==> src/rtl/inst_fetch_unit.sv <==
// inst_fetch_unit: instruction fetch stage.
//   Holds the fetch PC, issues in-order 32-bit reads over a valid/ready request
//   channel, buffers returned words in a small queue, and hands them to decode
//   tagged with their PC. A redirect flushes the queue and discards responses
//   still in flight.
// Ports:
//   Clk, Rst_n                   clock, async active-low reset
//   RedirectValid, RedirectPC    redirect fetch (low two PC bits ignored)
//   ImemReqValid/Ready, ImemAddr instruction memory request channel
//   ImemRespValid, ImemRespData  in-order response channel
//   InstValid/Ready, Inst, InstPC decode-side queue head
module inst_fetch_unit #(
  parameter logic [63:0] RESET_PC    = 64'h0,
  parameter int unsigned QUEUE_DEPTH = 2
) (
  input  logic        Clk,
  input  logic        Rst_n,
  input  logic        RedirectValid,
  input  logic [63:0] RedirectPC,
  output logic        ImemReqValid,
  input  logic        ImemReqReady,
  output logic [63:0] ImemAddr,
  input  logic        ImemRespValid,
  input  logic [31:0] ImemRespData,
  output logic        InstValid,
  input  logic        InstReady,
  output logic [31:0] Inst,
  output logic [63:0] InstPC
);

  localparam int unsigned CNT_W = $clog2(QUEUE_DEPTH + 1);
  localparam int unsigned PTR_W = (QUEUE_DEPTH > 1) ? $clog2(QUEUE_DEPTH) : 1;

  logic [63:0]      fetch_pc_q, fetch_pc_d;
  logic             req_valid_q, req_valid_d;
  logic [63:0]      req_addr_q, req_addr_d;
  logic [CNT_W-1:0] outst_q, outst_d;
  logic [CNT_W-1:0] drop_q, drop_d;
  logic             stale_q, stale_d;     // pending request predates a redirect
  logic [63:0]      resp_pc_q, resp_pc_d; // PC of the next response to be kept
  logic [CNT_W-1:0] count_q, count_d;
  logic [PTR_W-1:0] head_q, head_d;
  logic [PTR_W-1:0] tail_q, tail_d;
  logic [31:0]      q_inst_q [QUEUE_DEPTH];
  logic [31:0]      q_inst_d [QUEUE_DEPTH];
  logic [63:0]      q_pc_q   [QUEUE_DEPTH];
  logic [63:0]      q_pc_d   [QUEUE_DEPTH];

  logic             accept, drop_resp, push, pop, inst_valid, start;
  logic [CNT_W+1:0] committed;
  logic [63:0]      fetch_pc_adv, redirect_pc;

  function automatic logic [PTR_W-1:0] ptr_inc(input logic [PTR_W-1:0] p);
    return (p == PTR_W'(QUEUE_DEPTH - 1)) ? '0 : p + PTR_W'(1);
  endfunction

  always_comb begin
    redirect_pc = RedirectPC & ~64'd3;
    accept      = req_valid_q && ImemReqReady;
    drop_resp   = ImemRespValid && (drop_q != '0);
    push        = ImemRespValid && (drop_q == '0) && !RedirectValid;
    inst_valid  = (count_q != '0) && !RedirectValid;
    pop         = inst_valid && InstReady;

    // Pending request holds a credit; a request accepted this cycle may be
    // replaced immediately, giving back-to-back issue.
    committed = (CNT_W+2)'(count_q) + (CNT_W+2)'(outst_q) + (CNT_W+2)'(req_valid_q);
    start     = !RedirectValid && (!req_valid_q || ImemReqReady) &&
                (committed < (CNT_W+2)'(QUEUE_DEPTH));

    // A stale request (issued before a redirect) never advances the PC.
    fetch_pc_adv = (accept && !stale_q) ? fetch_pc_q + 64'd4 : fetch_pc_q;

    fetch_pc_d  = fetch_pc_adv;
    req_valid_d = start || (req_valid_q && !ImemReqReady);
    req_addr_d  = start ? fetch_pc_adv : req_addr_q;
    outst_d     = outst_q + CNT_W'(accept) - CNT_W'(ImemRespValid);
    drop_d      = drop_q + CNT_W'(accept && stale_q) - CNT_W'(drop_resp);
    stale_d     = stale_q && !accept;
    resp_pc_d   = push ? resp_pc_q + 64'd4 : resp_pc_q;
    count_d     = count_q + CNT_W'(push) - CNT_W'(pop);
    head_d      = pop ? ptr_inc(head_q) : head_q;
    tail_d      = push ? ptr_inc(tail_q) : tail_q;
    q_inst_d    = q_inst_q;
    q_pc_d      = q_pc_q;
    if (push) begin
      q_inst_d[tail_q] = ImemRespData;
      q_pc_d[tail_q]   = resp_pc_q;
    end

    // Everything still owed by memory after this edge gets discarded,
    // including a request accepted on this very edge.
    if (RedirectValid) begin
      fetch_pc_d = redirect_pc;
      drop_d     = outst_d;
      stale_d    = req_valid_q && !accept;
      resp_pc_d  = redirect_pc;
      count_d    = '0;
      head_d     = '0;
      tail_d     = '0;
    end
  end

  always_ff @(posedge Clk or negedge Rst_n) begin
    if (!Rst_n) begin
      fetch_pc_q  <= RESET_PC;
      req_valid_q <= 1'b0;
      req_addr_q  <= RESET_PC;
      outst_q     <= '0;
      drop_q      <= '0;
      stale_q     <= 1'b0;
      resp_pc_q   <= RESET_PC;
      count_q     <= '0;
      head_q      <= '0;
      tail_q      <= '0;
      for (int unsigned i = 0; i < QUEUE_DEPTH; i++) begin
        q_inst_q[i] <= '0;
        q_pc_q[i]   <= '0;
      end
    end else begin
      fetch_pc_q  <= fetch_pc_d;
      req_valid_q <= req_valid_d;
      req_addr_q  <= req_addr_d;
      outst_q     <= outst_d;
      drop_q      <= drop_d;
      stale_q     <= stale_d;
      resp_pc_q   <= resp_pc_d;
      count_q     <= count_d;
      head_q      <= head_d;
      tail_q      <= tail_d;
      q_inst_q    <= q_inst_d;
      q_pc_q      <= q_pc_d;
    end
  end

  assign ImemReqValid = req_valid_q;
  assign ImemAddr     = req_addr_q;
  assign InstValid    = inst_valid;
  assign Inst         = q_inst_q[head_q];
  assign InstPC       = q_pc_q[head_q];

  // A response with nothing outstanding is a memory protocol violation.
  resp_without_request: assert property (@(posedge Clk) disable iff (!Rst_n)
    !(ImemRespValid && (outst_q == '0)));

endmodule
==> config.mk <==
export PLATFORM = sky130hd
export DESIGN_NAME = inst_fetch_unit
export DESIGN_NICKNAME = d
export VERILOG_FILES = /design/src/rtl/inst_fetch_unit.sv
export SDC_FILE = /design/constraint.sdc
export NUM_CORES = 1
export LEC_CHECK = 0
export CELL_PAD_IN_SITES_DETAIL_PLACEMENT = 0
export CELL_PAD_IN_SITES_GLOBAL_PLACEMENT = 1
export CORE_MARGIN = 2
export CORE_UTILIZATION = 44
export CTS_CLUSTER_SIZE = 28
export DETAILED_ROUTE_END_ITERATION = 10
export HOLD_SLACK_MARGIN = 0.1
export PLACE_DENSITY = 0.8
export SLEW_MARGIN = 20
export SYNTH_ARGS = -nofsm -noshare
export SYNTH_HDL_FRONTEND = slang
export SYNTH_SLANG_ARGS = --single-unit
==> constraint.sdc <==
create_clock -name Clk -period 3.1 [get_ports Clk]
set_clock_uncertainty 0.05 [all_clocks]
set_input_delay 0.465 -clock Clk [delete_from_list [all_inputs] [get_ports Clk]]
set_output_delay 0.465 -clock Clk [all_outputs]
set_load 0.05 [all_outputs]
# Word level (Yosys, flattened, before mapping)
# Index checks and enable logic that the tools add are counted.
# word_totals
out_inout_bits	162
ff_bits	394
word_cells	83
in_bits	102
# classes
reduce_logical	26
order_cmp	4
mux	25
add_sub_neg	12
n_bitwise	2
# ops
cell	n
$mux 64	8
$add 64x3->64 const B	2
$bwmux 128	1
$mux 32	4
$bwmux 64	1
$demux 64 s1	1
$demux 32 s1	1
$logic_and 1x1->1	14
$reduce_bool 2->1	4
$mux 1	7
$add 2x1->2	3
$sub 2x1->2	3
$logic_not 1->1	5
$add 3x1->4	1
$ge 2x2->1 const B	2
$lt 4x2->1 const B	1
$mux 2	2
$not 1->2	2
$add 2x2->3	1
$add 1x1->1 const B	2
$logic_not 2->1	1
$logic_or 1x1->1	2
$lt 2x1->1 const B	1

# Depth between registers and ports, before layout
# Gate-level depths: netlist of run 1.
# depth
word_depth	6
depth_mapped	10
ltp_nobuf	8

# Least setup slack after synthesis of run 1
# No wires, ideal clock.
# synth_path
path_type	register to register
start	register req_valid_q (netlist: ImemReqValid)
end	register req_addr_q[56] (netlist: ImemAddr[56])
t_arrival_ps	2571
period_less_slack_ps	2760
setup_time_ps	139
setup_slack_ps	340
stages_incl_launch_ff	10
required_ps	2911
n_path_buf	4
path_cell_list	dfrtp_1 buf_2 a21oi_1 fa_1 nand3b_1 nor2b_1 clkbuf_1 clkbuf_1 clkbuf_1 a31oi_1
# synth_between
elab_chain_len	4
word_cells_on_any_way	9
classes_between	1 x add/sub; 1 x order compare; 1 x mux; 6 x reduce/logical
# synth_lines
item	line	source
from (decl)	35	logic req_valid_q, req_valid_d;
from (signal assigned)	122	req_valid_q <= req_valid_d;
parallel branches: the longest is 4 deep, another holds $add 3x1->4	-	
to (signal assigned)	123	req_addr_q <= req_addr_d;
to (decl)	36	logic [63:0] req_addr_q, req_addr_d;
# Parallel ways; which one is timed is not known.
# A chain may end at the register's enable or synchronous reset.

# Worst setup path after layout of run 1
# layout_path
start	register head_q
end	output port InstPC[32]
# layout_between
elab_chain_len	4
# layout_lines
item	line	source
from (decl)	42	logic [PTR_W-1:0] head_q, head_d;
from (signal assigned)	114	head_q <= '0;
from (signal assigned)	129	head_q <= head_d;
$not 1->2 (implied by the code)	140	assign InstPC = q_pc_q[head_q];
$mux 64 (implied by the code) (3 in series)	140	
to (decl)	28	output logic [63:0] InstPC
# Every way passes these cells. The select of a mux whose other input is x is not followed.

==> results of run 1 <==
flip-flops by register name (all words and copies together), names as in the netlist:
register,flops
count_q,2
resp_pc_q,62
q_inst_q,64
head_q,1
stale_q,1
drop_q,2
fetch_pc_q,62
ImemAddr,62
ImemReqValid,1
q_pc_q,124
outst_q,2
tail_q,1
repair_timing:
action	CTS	global route
hold endpoints to repair	62	0
endpoints found under the setup margin	0	0
hold buffers	1	0
per-stage QoR:
step | power (mW) | hold WS [ns] | area (um2) | TNS, ns
finish | 24.0 | 0.266 | 23400 | 0
global route | 25.2 | 0.261 | 23400 | 0
CTS | 24.3 | 0.244 | 23400 | 0
detailed placement | 18.8 | 0.425 | 21900 | -0.0663
global placement | 18.6 | 0.406 | 21900 | -0.134
floorplan | 15.2 | 0.119 | 18400 | 0
cells by family (layout without fill, tap and decap cells):
family	after synthesis	after routing	share of synthesized area, %
and+or+nand+nor	472	472	13.5
DFF	384	384	52.1
muxes	363	363	22.1
AOI/OAI and AO/OA	149	149	5.33
buffers and inverters	104	412	2.21
xor gates and xnor gates	82	82	3.90
adders and majority gates	10	10	0.720
other	1	4	0.0203
area by class of cell:
class                      count  area (um2)  share of cell area (%)
inverter                      20        77.6                   0.331
timing repair buffer         316        3110                    13.3
tap                          532         666                    2.84
multi-input combinational   1080        8450                    36.1
clock buffer                  62        1330                    5.68
clock inverter                14         173                   0.737
sequential                   384        9610                    41.1
routing by layer:
layer	wire [um]	part of all wire, %
met2	23100	46
met3	2510	5.0
met1	22800	46
met4	1520	3.1
met5	0	0
placed cells by master (no fill, tap or decap), types with 4 or more instances in the layout:
cell type / count
a211oi_1: 15
a21oi_1: 20
a31oi_1: 33
and2_1: 5
and3_1: 15
and4_1: 9
buf_12: 10
buf_4: 61
bufinv_16: 4
clkbuf_16: 45
clkbuf_8: 14
clkdlybuf4s50_1: 242
clkinv_2: 9
conb_1: 4
dfrtp_1: 383
ha_1: 9
inv_1: 19
mux2_2: 357
mux2i_1: 6
nand2_1: 89
nand2b_1: 11
nand3_1: 57
nand3b_1: 5
nand4_1: 54
nor2_1: 112
nor3_1: 28
nor4_1: 26
nor4_2: 4
o21a_1: 4
o21ai_0: 33
o21ba_2: 8
o31a_1: 9
o31ai_1: 17
or3_1: 15
or4_1: 18
xnor2_1: 53
xor2_1: 29
power by group through the flow:
| stage | sequential, mW | clock [mW] | combinational (mW) |
|---|---|---|---|
| 2_1_floorplan | 9.00 | 0 | 6.21 |
| 3_3_place_gp | 7.90 | 0 | 10.7 |
| 3_5_place_dp | 8.01 | 0 | 10.8 |
| 4_1_cts | 7.94 | 5.49 | 10.8 |
| 5_1_grt | 8.18 | 5.70 | 11.3 |
| 6_report | 7.95 | 5.36 | 10.7 |
final timing paths:
path                          startpoint              to  slack (ns)  cells past startpoint
setup / recovery                  head_q      InstPC[32]        0.08                      3
hold / removal             RedirectValid      count_q[1]        0.27                      2
setup reg to reg            ImemReqValid  fetch_pc_q[62]        0.35                      6
hold reg to reg             ImemAddr[53]    ImemAddr[53]        0.44                      2
max in group asynchronous          Rst_n      q_pc_q[58]        1.74                      3
min in group asynchronous          Rst_n      q_pc_q[97]        0.42                      2
==> flow_summary.yaml, run 1 <==
status:
  run_status: "complete, no violations"
power_and_ir_drop:
  seqPwrFrac_pct: 33.1
  peakVddDrop_mv: 0.820
  clockPowerShare_pct: 22.3
  p_sw_mw: 9.64
  power_frac_comb_pct: 44.7
  cell_internal_pwr_mw: 14.4
  power.density_mw_per_mm2: 1030
  p_leak_nw: 9.71
  swShare_pct: 40.1
placement:
  dp_slack_ns: -0.0281
  dp_hpwl_mm: 35.4
  dp.cells: 2331
  gp_congestion: 0.832
  port_buffers: 257
routing:
  drtAntennaViolNets: 0
  dr.pass1.iters: 5
  post_drt_wl_per_cell_um: 20.7
  drc: 0
  drt-vias-per-instance: 5.62
  drt_iter0_markers: 875
  via_count: 13534
  totalWireLength_mm: 49.9
synth:
  synthCells: 1565
  synth.top_cell.area_share_pct: 52.1
  synth_seq_area_share_pct: 52.1
  synth_area_mm2: 0.0184
  synth.most_common_cell: "dfrtp_1"
  ys_warn_count: 0
  synth_cell_type_count: 58
  avgSynthCellArea_um2: 11.8
  synth_common_cells: "dfrtp_1, mux2_2, nor2_1"
  synth_edf_count: 0
  ys.flop_type: "dfrtp_1"
  async_flop_share_pct: 100
  yosysTopAreaCell: "dfrtp_1"
  ys_seq_elements: 384
  synthTopCellsByArea: "dfrtp_1, mux2_2, xnor2_1, nor2_1, nand4_1"
worst_setup_path:
  path_class: "flop to output pin"
  critical_path.top_delay_family: "buffers and inverters"
  slowest_delay_ns: 0.70
  path_buf_inv: 2
  crit_path_end_kind: "output pin"
  cp_slowest_cell: "clkdlybuf4s50_1"
  crit_fanout: 66
  cp-start-kind: "flop"
  cp.arrival_ns: 2.50
  required_ns: 2.58
  path_cells: "buf_12, mux2_2, clkdlybuf4s50_1"
clock_tree:
  cts_root_buffer: "clkbuf_16"
  cts_setup_buffers: 0
  cts_resized: 0
  clock_latency_ns: 0.56
  cts_buffer_depth: 3
  cts_tree: "done"
  cts.sinks: 384
  cts_buffers: 42
  clk_pin_slew_ns: 0.06
  htree_levels: 2
sta:
  rsz0062_at_grt: "false"
  setup_viol: 0
  layout_setup_ws_ns: 0.0846
  fmax_mhz: 332
  period_share_pct: 97.3
  period_needed_ns: 3.02
  max-slew-margin-rel_pct: 54.6
  tightest_slew_ns: 0.681
  final-hold-violation-count: 0
  drv_slew: 0
floorplanning:
  die_x_um: 209
  ioPinCount: 264
  die-area_mm2: 0.0435
  fp.dieH_um: 209
  core_mm2: 0.0411
  initial_utilization_pct: 44.8
  rows: 74
job:
  maxCapViolCount: 0
final_layout:
  area_delta_synth_final_pct: 27.0
  nets: 1956
  final_core_util_pct: 57.0
  antenna_cells: 0
  fillers: 3445
  finalNonFillerCells: 2408
  final_layout_size_suffix_gt1_share_pct: 28.1
global_route:
  top_usage_layer: "met2"
  grt_pass1_vias: 14026
  grt_pass1_wl_mm: 78.8
  grt_use_met3_pct: 3.91
  antenna_found_initial: 0
  grt-ovfl-total: 0
  grt_start_max_net_pins: 95
  grt_usage_pct: 22.9
  use_met2_pct: 36.4
  met1_usage_pct: 31.8
worst_hold_path:
  hp-class: "primary input to flop"
No activity file was read; power rests on OpenSTA's default activity.
==> inputs of run 2 (changes only) <==
- CORE_UTILIZATION: 44 -> 40
- PLACE_DENSITY: 0.8 -> 0.74
- RECOVER_POWER: unset -> 50
==> flow_summary.yaml, run 2 (same netlist as run 1, synthesis figures left out) <==
sta:
  tightest_slew_ns: 1.48
  period_needed_ns: 3.05
  rsz0062_at_grt: "false"
  final-hold-violation-count: 0
  drv_slew: 0
  max-slew-margin-rel_pct: 1.20
  hold_slack_ns: 0.290
  period_share_pct: 98.3
  fmax_mhz: 328
  setup_viol: 0
worst_setup_path:
  slowest_delay_ns: 0.72
  crit_path_end_kind: "output pin"
  path_cells: "buf_12, mux2_2, clkdlybuf4s50_1"
  cp_slowest_cell: "clkdlybuf4s50_1"
  crit_fanout: 63
  path_class: "flop to output pin"
  path_buf_inv: 2
  cp-start-kind: "flop"
  required_ns: 2.58
  cp.arrival_ns: 2.53
  critical_path.top_delay_family: "buffers and inverters"
clock_tree:
  cts_buffer_depth: 3
  clk_pin_slew_ns: 0.06
  cts_root_buffer: "clkbuf_16"
  cts_tree: "done"
  cts.sinks: 384
  clock_latency_ns: 0.58
  cts_setup_buffers: 0
  cts_buffers: 45
  htree_levels: 2
routing:
  post_drt_wl_per_cell_um: 21.1
  drt_iter0_markers: 1038
  via_count: 13546
  dr.pass1.iters: 5
  drtAntennaViolNets: 0
  totalWireLength_mm: 52.1
  drc: 0
  drt-vias-per-instance: 5.47
floorplanning:
  die-area_mm2: 0.0478
  fp.dieH_um: 219
  rows: 78
  initial_utilization_pct: 40.6
  core_mm2: 0.0454
  die_x_um: 219
  ioPinCount: 264
final_layout:
  seq_area_mm2: 0.00961
  biggestRegsByFlops: "q_pc_q: 124 flops, q_inst_q: 64 flops"
  final_cell_mix: "dfrtp_1, mux2_2, clkdlybuf4s50_1"
  area_delta_synth_final_pct: 27.6
  final_layout_size_suffix_gt1_share_pct: 26.9
  top_register: "q_pc_q"
  finalNonFillerCells: 2476
  nets: 1950
  fillers: 4067
  multi_input_area_mm2: 0.00843
  final_common_cell: "dfrtp_1"
  largest_reg_flops: 124
global_route:
  grt_pass1_vias: 14016
  grt_usage_pct: 21.9
  antenna_found_initial: 2
  grt_pass1_wl_mm: 80.8
  grt-ovfl-total: 0
  grt_start_max_net_pins: 100
placement:
  gp_congestion: 0.855
  dp.cells: 2390
  port_buffers: 257
  dp_hpwl_mm: 37.2
power_and_ir_drop:
  p_leak_nw: 9.88
  power.density_mw_per_mm2: 1030
  power.total_mw: 24.2
  peakVddDrop_mv: 0.878
worst_hold_path:
  hp-class: "primary input to flop"
job:
  maxCapViolCount: 0
status:
  run_status: "complete, no violations"
## run 2: metal layers
layer	up-vias	share of wire (%)	GRT usage (%)
met2	366	49	36.0
met1	6849	43	28.9
li1	6254	-	-
met3	77	5.7	4.61
met5	-	0	0
met4	0	2.7	6.98
## run 2: cell type report
| type | count | area share, % |
|---|---|---|
| inverter | 20 | 0.330 |
| antenna | 1 | 0.0106 |
| multi-input combinational | 1080 | 35.8 |
| tap | 600 | 3.19 |
| timing repair buffer | 307 | 13.0 |
| clock inverter | 16 | 0.739 |
| sequential | 384 | 40.9 |
| clock buffer | 68 | 5.97 |
## run 2: metrics by stage
step / setup slack, ns / TNS [ns] / util (%) / area (um2)
2_1_floorplan: 0.340 / 0 / - / 18400
3_3_place_gp: 0.0346 / 0 / 48.4 / 22000
3_5_place_dp: -0.0160 / -0.0160 / 48.4 / 22000
4_1_cts: 0.00448 / 0 / 51.9 / 23600
5_1_grt: 0.00129 / 0 / 51.8 / 23500
6_report: 0.0523 / 0 / 51.8 / 23500
## run 2: worst reg2reg max path, cell delays in order, from the launching register on
cell      delay (ns)
dfrtp_1         0.43
nand4b_4        0.20
clkbuf_1        0.21
nor4_2          0.51
nand4_1         0.49
o31a_1          0.45
o31a_1          0.29
## run 2: path summary, 6_finish.rpt
check,to,start,depth (start not counted),slack (ns)
setup / recovery,InstPC[22],head_q,3,0.05
hold / removal,tail_q,RedirectValid,3,0.29
setup reg to reg,ImemAddr[63],stale_q,6,0.34
hold reg to reg,q_pc_q[44],q_pc_q[44],2,0.42
max in group asynchronous,q_pc_q[121],Rst_n,4,0.42
min in group asynchronous,ImemAddr[58],Rst_n,2,0.69
## run 2: timing repair
| action | 4_1_cts | 5_1_grt |
|---|---|---|
| hold endpoints to repair | 45 | 0 |
| gates resized for setup | 2 | 23 |
| gates cloned | 0 | 0 |
| hold buffers | 1 | 0 |
| endpoints found under the setup margin | 15 | 23 |
## run 2: power by group
part	switching, mW	internal (mW)
Clock	2.18	3.38
Sequential	1.10	6.79
Combinational	6.49	4.31
Total	9.77	14.5
==> inputs of run 3 (changes only) <==
- CORE_MARGIN: 2 -> unset
- CTS_CLUSTER_DIAMETER: unset -> 60
- PLACE_DENSITY: 0.74 -> 0.82
==> flow_summary.yaml, run 3 (same netlist as run 1, synthesis figures left out) <==
clock_tree:
  cts_buffer_depth: 3
  cts_resized: 0
  cts.sinks: 384
  cts_buffers: 34
  clock_latency_ns: 0.56
  cts_root_buffer: "clkbuf_16"
  clk_pin_slew_ns: 0.08
  htree_levels: 2
  cts_tree: "done"
global_route:
  grt_pass1_vias: 13467
  antenna_found_initial: 0
  use_met2_pct: 34.4
  grt_usage_pct: 21.5
  grt_use_met3_pct: 3.86
  grt_start_max_net_pins: 95
  top_usage_layer: "met2"
  met1_usage_pct: 29.7
  grt_pass1_wl_mm: 78.4
  grt-ovfl-total: 0
final_layout:
  biggestRegsByFlops: "q_pc_q: 124 flops, q_inst_q: 64 flops"
  largest_reg_flops: 124
  fillers: 3960
  finalNonFillerCells: 2455
  final_layout_size_suffix_gt1_share_pct: 27.0
  nets: 1943
  final_common_cell: "dfrtp_1"
  final_core_util_pct: 51.0
  area_delta_synth_final_pct: 25.5
  antenna_cells: 0
  top_register: "q_pc_q"
  final_cell_mix: "dfrtp_1, mux2_2, clkdlybuf4s50_1"
worst_setup_path:
  required_ns: 2.58
  r2r_slack_ns: 0.46
  slowest_delay_ns: 0.71
  cp.arrival_ns: 2.45
  cp_slowest_cell: "clkdlybuf4s50_1"
  r2r-end: "ImemAddr[54]"
  path_cells: "buf_12, mux2_2, clkdlybuf4s50_1"
  crit_fanout: 47
  cp-start-kind: "flop"
  r2r-start: "fetch_pc_q[2]"
  path_class: "flop to output pin"
  crit_path_end_kind: "output pin"
  rr_worst_depth: 8
power_and_ir_drop:
  power.total_mw: 23.3
  p_leak_nw: 9.48
  power.density_mw_per_mm2: 1010
  peakVddDrop_mv: 0.847
sta:
  hold_slack_ns: 0.431
  setup_viol: 0
  rsz0062_at_grt: "false"
  max-slew-margin-rel_pct: -24.5
  fmax_mhz: 338
  setup-tns-final_ns: 0
  final-hold-violation-count: 0
  period_share_pct: 95.5
  drv_slew: 117
  period_needed_ns: 2.96
  tightest_slew_ns: 1.87
routing:
  via_count: 13454
  drtAntennaViolNets: 0
  post_drt_wl_per_cell_um: 20.6
  drc: 0
  drt-vias-per-instance: 5.48
  drt_iter0_markers: 903
  totalWireLength_mm: 50.5
  dr.pass1.iters: 5
worst_hold_path:
  hold_start: "q_pc_q[29]"
  worstHoldPathCells: 2
  hp-class: "flop to flop"
  holdPathEnd: "q_pc_q[29]"
floorplanning:
  die_x_um: 217
  core_mm2: 0.0454
  die-area_mm2: 0.0469
  initial_utilization_pct: 40.6
  ioPinCount: 264
  rows: 78
  fp.dieH_um: 217
placement:
  gp_congestion: 0.823
  dp.cells: 2394
  dp_hpwl_mm: 36.2
  port_buffers: 257
status:
  violations: "capacitance limit, slew limit"
  run_status: "finished, violations left"
job:
  maxCapViolCount: 2
==> run 3: worst max path at each step <==
stage	startpoint	endpoint	slack, ns
floorplan	ImemReqValid	ImemAddr[56]	0.34
global placement	ImemReqReady	ImemAddr[54]	0.11
detailed placement	ImemReqReady	ImemAddr[54]	0.16
CTS	head_q	InstPC[38]	0.08
global route	RedirectValid	fetch_pc_q[7]	0.03
finish	head_q	InstPC[28]	0.14
==> run 3: cell type report <==
| class | instances | area, um2 | share of cell area [%] |
|---|---|---|---|
| tap | 600 | 751 | 3.25 |
| clock inverter | 21 | 289 | 1.25 |
| inverter | 20 | 77.6 | 0.335 |
| clock buffer | 39 | 901 | 3.89 |
| multi-input combinational | 1080 | 8450 | 36.5 |
| sequential | 384 | 9610 | 41.6 |
| timing repair buffer | 311 | 3050 | 13.2 |
==> run 3: report_power, final <==
group | switching [mW] | internal [mW]
clock network | 2.14 | 2.45
logic | 6.47 | 4.33
registers | 1.16 | 6.77
total | 9.77 | 13.6
==> run 3: through the flow <==
stage,setup WS [ns],instance area [um2]
global route,0.0295,23100
finish,0.139,23100
CTS,0.0809,23200
global placement,0.113,22000
floorplan,0.340,18400
detailed placement,0.161,22000
==> run 3: per-layer routing <==
layer / part of all wire (%) / wire [um]
met5: 0 / 0
met4: 2.4 / 1210
met3: 5.3 / 2700
met2: 47 / 23800
met1: 45 / 22800
==> run 3: critical path, delay by kind of cell (launching register included) <==
kind	cells	cell delay (ns)
flops	1	0.46
buf+inv	2	0.99
mux	1	0.39
==> run 3: what timing repair did <==
item / in CTS / in global routing
hold endpoints to repair: 61 / 0
hold buffers: 1 / 0
buffers inserted: 0 / 0
